--- src/rtl/down_counter_underflow_if.sv ---
// down_counter_underflow_if: load handshake, control and status bundle for the countdown counter
interface down_counter_underflow_if #(
  parameter int WIDTH = 4
);
  logic             enable;
  logic             load_valid;
  logic [WIDTH-1:0] load_value;
  logic             load_ready;
  logic             clr_underflow;
  logic [WIDTH-1:0] counter_out;
  logic             zero_out;
  logic             done_out;
  logic             underflow_out;
  modport master (
    output enable, load_valid, load_value, clr_underflow,
    input  load_ready, counter_out, zero_out, done_out, underflow_out
  );
  modport slave (
    input  enable, load_valid, load_value, clr_underflow,
    output load_ready, counter_out, zero_out, done_out, underflow_out
  );
endinterface

--- src/rtl/down_counter_underflow.sv ---
// down_counter_underflow: loadable down-counter with done pulse and sticky underflow; DOWN_COUNTER_AUTO_RELOAD_EN swaps the wrap for a reload
module down_counter_underflow #(
  parameter int WIDTH = 4
) (
  input logic                      clk,
  input logic                      reset,
  down_counter_underflow_if.slave  bus
);
  typedef enum logic [1:0] {IDLE, RUN, HALT} state_t;
  state_t           state_q, state_d;
  logic [WIDTH-1:0] counter_q, counter_d;
  logic             done_q, done_d;
  logic             underflow_q, underflow_d;
  logic             load_acc;
`ifdef DOWN_COUNTER_AUTO_RELOAD_EN
  logic [WIDTH-1:0] reload_q;
`endif
  assign bus.load_ready    = state_q != RUN;
  assign load_acc          = bus.load_valid && bus.load_ready;
  assign bus.counter_out   = counter_q;
  assign bus.zero_out      = counter_q == '0;
  assign bus.done_out      = done_q;
  assign bus.underflow_out = underflow_q;
  // next state: load first, then decrement in RUN, then wrap or reload from HALT
  always_comb begin
    state_d     = state_q;
    counter_d   = counter_q;
    done_d      = 1'b0;
    underflow_d = underflow_q & ~bus.clr_underflow;
    if (load_acc) begin
      counter_d = bus.load_value;
      state_d   = (bus.load_value != '0) ? RUN : IDLE;
    end else if (bus.enable && state_q == RUN) begin
      counter_d = counter_q - WIDTH'(1);
      done_d    = counter_q == WIDTH'(1);
      state_d   = (counter_q == WIDTH'(1)) ? HALT : RUN;
    end else if (bus.enable && state_q == HALT) begin
`ifdef DOWN_COUNTER_AUTO_RELOAD_EN
      counter_d = reload_q;
      state_d   = (reload_q != '0) ? RUN : IDLE;
`else
      counter_d   = '1;
      underflow_d = 1'b1;
      state_d     = RUN;
`endif
    end
  end
  // state and registered outputs; reset overrides everything
  always_ff @(posedge clk) begin
    if (reset) begin
      state_q     <= IDLE;
      counter_q   <= '0;
      done_q      <= 1'b0;
      underflow_q <= 1'b0;
    end else begin
      state_q     <= state_d;
      counter_q   <= counter_d;
      done_q      <= done_d;
      underflow_q <= underflow_d;
    end
  end
`ifdef DOWN_COUNTER_AUTO_RELOAD_EN
  // reload value remembers the most recent accepted load
  always_ff @(posedge clk) begin
    if (reset) reload_q <= '0;
    else if (load_acc) reload_q <= bus.load_value;
  end
`endif
endmodule

--- src/flat_wrapper.sv ---
// flat-port wrapper written by rule: the top's interface ports become plain ports
module down_counter_underflow_flat 
#(
  parameter int WIDTH = 4
)
  (clk, reset, bus_enable, bus_load_valid, bus_load_value, bus_clr_underflow, bus_load_ready, bus_counter_out, bus_zero_out, bus_done_out, bus_underflow_out);
  down_counter_underflow_if #(.WIDTH(WIDTH)) bus_i ();
  input logic clk;
  input logic reset;
  input wire logic [$bits(bus_i.enable)-1:0] bus_enable;
  input wire logic [$bits(bus_i.load_valid)-1:0] bus_load_valid;
  input wire logic [$bits(bus_i.load_value)-1:0] bus_load_value;
  input wire logic [$bits(bus_i.clr_underflow)-1:0] bus_clr_underflow;
  output wire logic [$bits(bus_i.load_ready)-1:0] bus_load_ready;
  output wire logic [$bits(bus_i.counter_out)-1:0] bus_counter_out;
  output wire logic [$bits(bus_i.zero_out)-1:0] bus_zero_out;
  output wire logic [$bits(bus_i.done_out)-1:0] bus_done_out;
  output wire logic [$bits(bus_i.underflow_out)-1:0] bus_underflow_out;
  assign bus_i.enable = bus_enable;
  assign bus_i.load_valid = bus_load_valid;
  assign bus_i.load_value = bus_load_value;
  assign bus_i.clr_underflow = bus_clr_underflow;
  assign bus_load_ready = bus_i.load_ready;
  assign bus_counter_out = bus_i.counter_out;
  assign bus_zero_out = bus_i.zero_out;
  assign bus_done_out = bus_i.done_out;
  assign bus_underflow_out = bus_i.underflow_out;
  down_counter_underflow #(.WIDTH(WIDTH)) u_core (.clk(clk), .reset(reset), .bus(bus_i));
endmodule
--- config.mk ---
export PLATFORM = sky130hd
export DESIGN_NAME = down_counter_underflow_flat
export DESIGN_NICKNAME = d
export VERILOG_FILES = /design/src/rtl/down_counter_underflow_if.sv /design/src/rtl/down_counter_underflow.sv /design/src/flat_wrapper.sv
export SDC_FILE = /design/constraint.sdc
export NUM_CORES = 1
export LEC_CHECK = 0
export ABC_AREA = 1
export CAP_MARGIN = 20
export CORE_AREA = 2 2 39 41
export DETAILED_ROUTE_END_ITERATION = 10
export DIE_AREA = 0 0 41 43
export DONT_BUFFER_PORTS = 1
export GPL_ROUTABILITY_DRIVEN = 0
export GPL_TIMING_DRIVEN = 0
export HOLD_SLACK_MARGIN = 0.12
export PLACE_DENSITY = 0.5
export SLEW_MARGIN = 5
export SYNTH_ARGS = -nofsm -noshare
export SYNTH_HDL_FRONTEND = slang
export SYNTH_SLANG_ARGS = --single-unit
--- constraint.sdc ---
create_clock -name clk -period 1 [get_ports clk]
set_clock_uncertainty 0.05 [all_clocks]
set_input_delay 0.1 -clock clk [delete_from_list [all_inputs] [get_ports clk]]
set_output_delay 0.1 -clock clk [all_outputs]
set_load 0.05 [all_outputs]
Word-level counts from Yosys, hierarchy flattened
Cells that the tools add are included.
- register bits after elaboration: 8
- bits of input ports: 9
- output and inout bits: 8
- word-level logic and storage cells: 30
- add/sub/neg operators: 1
- eq/ne operators: 4
- mux-type cells: 11
- bitwise gates (word level): 3
- reduce and logical (&&, ||, !) cells: 7
- operators with widths (operator ; number):
    two-way mux 4 bit ; 3
    two-way mux 2 bit ; 4
    equality test 4 x 1 -> 1 bit, second input constant ; 1
    logical NOT 4 bit ; 1
    two-way mux 1 bit ; 4
    nonzero test 4 bit ; 1
    subtractor 4 x 1 -> 4 bit, second input constant ; 1
    logical AND 1 bit ; 3
    nonzero test 3 bit ; 1
    OR reduction 3 bit ; 1
    equality test 2 x 1 -> 1 bit, second input constant ; 1
    equality test 2 bit, second input constant ; 1
    != test 2 x 1 -> 1 bit, second input constant ; 1
    inverter 1 bit ; 2
    AND 1 bit ; 1

Depth between registers and ports, before layout
Gate-level depths: netlist of the first run.
- depth in word-level cells: 5
- gate-level depth with buffers: 7
- depth with buffers taken out: 7

Worst setup path before layout of the first run
Ideal clock, no wire load.
- kind: register to output
- start point: reg u_core.counter_q[0] (netlist: u_core.bus.counter_out[0])
- end point: out bus_zero_out
- arrival: 1.527 ns
- required time: 0.850 ns
- path slack: -0.677 ns
- stages on the path, launching flop included: 5
- cells stage by stage: dfxtp_1 -> inv_1 -> ha_1 -> inv_1 -> nor2_1
- word-level cells in the longest chain between the ends: 1
- RTL lines (what ; line ; RTL):
    from (decl) ; down_counter_underflow.sv:11 ; logic [WIDTH-1:0] counter_q, counter_d;
    from (signal assigned) ; down_counter_underflow.sv:57 ; counter_q <= counter_d;
    logical NOT 4 bit ; down_counter_underflow.sv:21 ; assign bus.zero_out = counter_q == '0;
    to (decl) ; flat_wrapper.sv:16 ; output wire logic [$bits(bus_i.zero_out)-1:0] bus_zero_out;
No other way between the ends.

Worst setup path in the final report of the first run
- start point: reg u_core.counter_q[1] (netlist: u_core.bus.counter_out[1])
- end point: out bus_zero_out
The elaborated chain is that of the path after synthesis.

==> results of run 1 <==
-- layout make-up --
type                       instances  area (um^2)  area share
tap                               16         20.0      0.0262
inverter                          13         61.3      0.0802
sequential                         8          183       0.239
clock buffer                       4         26.3      0.0344
multi-input combinational         49          370       0.484
timing repair buffer              10          104       0.136
-- layer usage --
metal  vias to the layer above  global-route usage  wire length (um)
met5                         -                   0                 0
met4                         0              0.0400                11
met3                         2              0.0890                84
met2                        11               0.213               652
met1                       233               0.233               546
li1                        255                   -                 -
-- cells by family (layout without fill, tap and decap cells) --
group / count (synthesis) / in the layout / share of synthesized area
adder cells (fa/ha/maj): 3 / 3 / 0.0746
flip-flops: 8 / 8 / 0.318
AND/OR/NAND/NOR: 39 / 39 / 0.410
buffers and inverters: 13 / 27 / 0.0970
AO/OA/AOI/OAI: 6 / 6 / 0.0821
XOR/XNOR: 1 / 1 / 0.0174
-- what timing repair did --
item | 4_1_cts | 5_1_grt
setup buffers | 2 | 1
endpoints found under the setup margin | 11 | 10
endpoints found under the hold margin | 8 | 2
resized for setup | 11 | 12
pin swaps | 5 | 7
-- sequential cells by signal, summed over array words and instances (netlist names) --
register and flops:
u_core.bus.done_out 1, u_core.bus.underflow_out 1, u_core.state_q 2, u_core.bus.counter_out 4
-- worst paths after layout --
check	startpoint	endpoint	slack [ns]	cells past startpoint
max	u_core.bus.counter_out[1]$_SDFFE_PP0P_	bus_zero_out	-0.35	4
max reg2reg	u_core.bus.counter_out[0]$_SDFFE_PP0P_	u_core.bus.counter_out[2]$_SDFFE_PP0P_	-0.33	6
min	bus_enable	u_core.bus.underflow_out$_SDFF_PP0_	0.06	3
min reg2reg	u_core.state_q[1]$_SDFFE_PP0P_	u_core.state_q[1]$_SDFFE_PP0P_	0.50	2
-- cells in the mapped netlist (all sizes together) --
master | instances | area, um^2
clkinv | 1 | 3.75
dfxtp | 8 | 160
ha | 3 | 37.5
inv | 12 | 45.0
nand2 | 15 | 68.8
nand3 | 7 | 57.6
nand3b | 1 | 7.51
nand4 | 4 | 25.0
nor2 | 12 | 47.6
o21a | 1 | 7.51
o21ai | 3 | 15.0
o22ai | 2 | 18.8
xor2 | 1 | 8.76
-- power by group --
group          internal (W)  switching [W]
combinational      0.000159       0.000232
clock              0.000153       0.000128
sequential         0.000351       0.000118
total              0.000663       0.000478
-- critical path: cells and delay by family (launching register included) --
family,cells,cell delay [ns]
buffers and inverters,2,0.11
DFF,1,0.41
adders and majority gates,1,0.12
and+or+nand+nor,1,0.28
-- through the flow --
step	total power, W	instance area (um^2)	worst slack [ns]	hold slack, ns	instances
floorplan	0.000721	559	-0.111	0.122	70
finish	0.00114	764	-0.348	0.0589	100
detailed placement	0.000763	579	-0.198	0.124	86
CTS	0.00111	723	-0.327	0.0885	99
global placement	0.000762	579	-0.208	0.123	86
global route	0.00120	764	-0.376	0.0755	100
==> run summary, run 1 <==
unrepaired setup endpoints after global routing = yes
post-synthesis register bit count = 8
GRT Residual Overflow = 0
worst-path maximum fanout = 2
WL per Instance = 13.0 um
Routed WL = 1300 um
die footprint = 1760 um^2
final worst path period need = 1.35 ns
Leak = 0.322 nW
DRC errors left = 0
Unique masters post-synth = 20
P&R area growth vs syn = 52.0%
fmax = 0.742 GHz
Worst-path clk slew = 0.07 ns
CTS H-tree lvls = 1
slowest stage delay, CP = 0.41 ns
Seq/Total Area, Yosys = 0.318
mean cell area of the mapped netlist = 7.19 um^2
# hold bufs at CTS = 7
Cell Area, Synth = 503 um^2
CP required = 0.85 ns
Critical Path AT = 1.20 ns
CP Cell Sequence = clkinv_4, ha_4, inv_2, nor2_4
Nets = 97
worst-margin pin slew = 0.342 ns
fillcell total = 124
failing checks = setup timing
maximum VDD drop = 856 uV
final core occ = 0.552
global-route wire length before repair = 1940 um
pin count of the biggest net entering global routing = 9
# diodes = 0
clock tree from TritonCTS = done
vias in the first global route = 455
die span in y = 43 um
vias per cell = 5.01
Slew Viols, Final = 0
Total Neg Setup Slack = -1.98 ns
type of the tightest min-delay check = primary input to flip-flop
outcome = finished with violations
Worst Setup End Kind = output pin
worst setup margin = -0.348 ns
fraction of layout cells with a size suffix above 1 = 0.464
vias = 501
most common cell after layout, fill and taps aside = nand2_1
DR iter-0 viols = 10
cts bufs inserted = 3
most frequent cells in the layout = nand2_1, nor2_1, dlygate4sd3_1
syn nets = 82
Pwr Density = 1490 nW/um^2
DR pass1 iterations = 4
post-route ant nets = 0
Die Span X = 41 um
clock latency at the later pin of the worst-skew pair = 0.27 ns
Slew headroom = 0.772
core area = 1380 um^2
CTS Sinks = 8
# port buffers = 0
Synth Warn # = 0
Setup CP Type = flip-flop to output pin
Synth Instances = 70
Initial Utilization = 0.363
slowest stage cell on the critical path = dfxtp_4
period utilisation layout = 1.35
dpl hpwl = 828 um
setup violators final = 8
CTS max path bufs = 2
Max Cap Viol = 0
root buffer cell = clkbuf_4
initial antenna violation count = 0
Tot GR Track Use = 0.164
# rows = 14
I/O pin cnt = 17
Setup crit start kind = flip-flop
endpoints failing hold = 0
Power figures use the tool's default switching activity.
==> inputs of run 2 (changes only) <==
- MAX_ROUTING_LAYER: default -> met4
==> run 2 against run 1 <==
The flow still finishes with violations (setup timing). Hold slack about the same. Via count unchanged. Clock power hardly changed. Non-clock buffer count is the same. Sequential power about the same. Total power is essentially flat.
==> run summary, run 2 (synthesis gave the netlist of run 1 again) <==
CP required = 0.85 ns
worst-path maximum fanout = 2
unrepaired setup endpoints after global routing = yes
fillcell total = 124
Worst Setup End Kind = output pin
met3 wire length = 84 um
most frequent cells in the layout = nand2_1, nor2_1, dlygate4sd3_1
cts bufs inserted = 3
DR iter-0 viols = 10
Inst Count DP = 86
Worst-path clk slew = 0.07 ns
Setup CP Type = flip-flop to output pin
vias per cell = 5.01
maximum VDD drop = 856 uV
DR pass1 iterations = 4
Max Cap Viol = 0
top routing layer used = met4
pin count of the biggest net entering global routing = 9
clock latency at the later pin of the worst-skew pair = 0.27 ns
WL per Instance = 13.0 um
M1 WL = 546 um
most common cell after layout, fill and taps aside = nand2_1
clock tree from TritonCTS = done
GRT Residual Overflow = 0
Die Span X = 41 um
Layout Cells excl Fill = 100
failing checks = setup timing
vias in the first global route = 455
Nets = 97
# diodes = 0
final worst path period need = 1.35 ns
Initial Utilization = 0.363
DP Area = 579 um^2
Pwr Density = 1490 nW/um^2
Leak = 0.322 nW
# port buffers = 0
WHS = 0.0589 ns
Routed met2 length = 652 um
endpoints failing hold = 0
Routed WL = 1300 um
type of the tightest min-delay check = primary input to flip-flop
dpl hpwl = 828 um
die span in y = 43 um
vias = 501
outcome = finished with violations
# rows = 14
Tot GR Track Use = 0.168
fraction of layout cells with a size suffix above 1 = 0.464
CTS Sinks = 8
period utilisation layout = 1.35
Design Area, Final = 764 um^2
DRC errors left = 0
Slew Viols, Final = 0
post-route ant nets = 0
Setup crit start kind = flip-flop
worst setup margin = -0.348 ns
CTS max path bufs = 2
core area = 1380 um^2
setup violators final = 8
worst-margin pin slew = 0.342 ns
P&R area growth vs syn = 52.0%
die footprint = 1760 um^2
CTS H-tree lvls = 1
fmax = 0.742 GHz
# hold bufs at CTS = 7
Slew headroom = 0.772
root buffer cell = clkbuf_4
I/O pin cnt = 17
FF/Latch Area = 183 um^2
Critical Path AT = 1.20 ns
global-route wire length before repair = 1950 um
Total Neg Setup Slack = -1.99 ns
Multi-input gate area = 370 um^2
number of flip-flops under the largest register name = 4
initial antenna violation count = 0
[run 2: metrics by stage]
step / power (W) / worst slack, ns / utilization
finish: 0.00114 / -0.348 / 0.552
detailed placement: 0.000763 / -0.198 / 0.419
floorplan: 0.000721 / -0.111 / -
global route: 0.00120 / -0.376 / 0.552
global placement: 0.000762 / -0.208 / 0.419
CTS: 0.00111 / -0.327 / 0.523
[run 2: where the power goes]
group	switching (W)	total (W)	leakage, nW	internal, W
registers	0.000118	0.000469	0.0703	0.000351
logic	0.000232	0.000391	0.237	0.000159
clock network	0.000128	0.000281	0.0150	0.000153
[run 2: path summary, 6_finish.rpt]
path | start | endpoint | slack (ns) | cells past startpoint
setup / recovery | u_core.bus.counter_out[1]$_SDFFE_PP0P_ | bus_zero_out | -0.35 | 4
hold / removal | bus_enable | u_core.bus.underflow_out$_SDFF_PP0_ | 0.06 | 3
setup reg to reg | u_core.bus.counter_out[0]$_SDFFE_PP0P_ | u_core.bus.counter_out[2]$_SDFFE_PP0P_ | -0.33 | 6
hold reg to reg | u_core.state_q[1]$_SDFFE_PP0P_ | u_core.state_q[1]$_SDFFE_PP0P_ | 0.50 | 2
[run 2: layer usage]
layer / track usage / vias up
li1: - / 255
met1: 0.233 / 233
met2: 0.213 / 11
met3: 0.0890 / 2
met4: 0.0400 / 0
met5: - / -
[run 2: layout make-up]
cell class	instances	area share
clock buffers	4	0.0344
inverters	13	0.0802
multi-input cells	49	0.484
flip-flops and latches	8	0.239
well taps	16	0.0262
repair buffers	10	0.136
[run 2: what timing repair did]
item                       in CTS  in global routing
pin swaps                       5                  7
setup endpoints to repair      11                 10
setup buffers                   2                  1
resized for setup              11                 12
hold endpoints to repair        8                  2
[run 2: critical path: stages (launching register included)]
cell,delay (ns)
dfxtp_4,0.41
clkinv_4,0.07
ha_4,0.12
inv_2,0.04
nor2_4,0.28
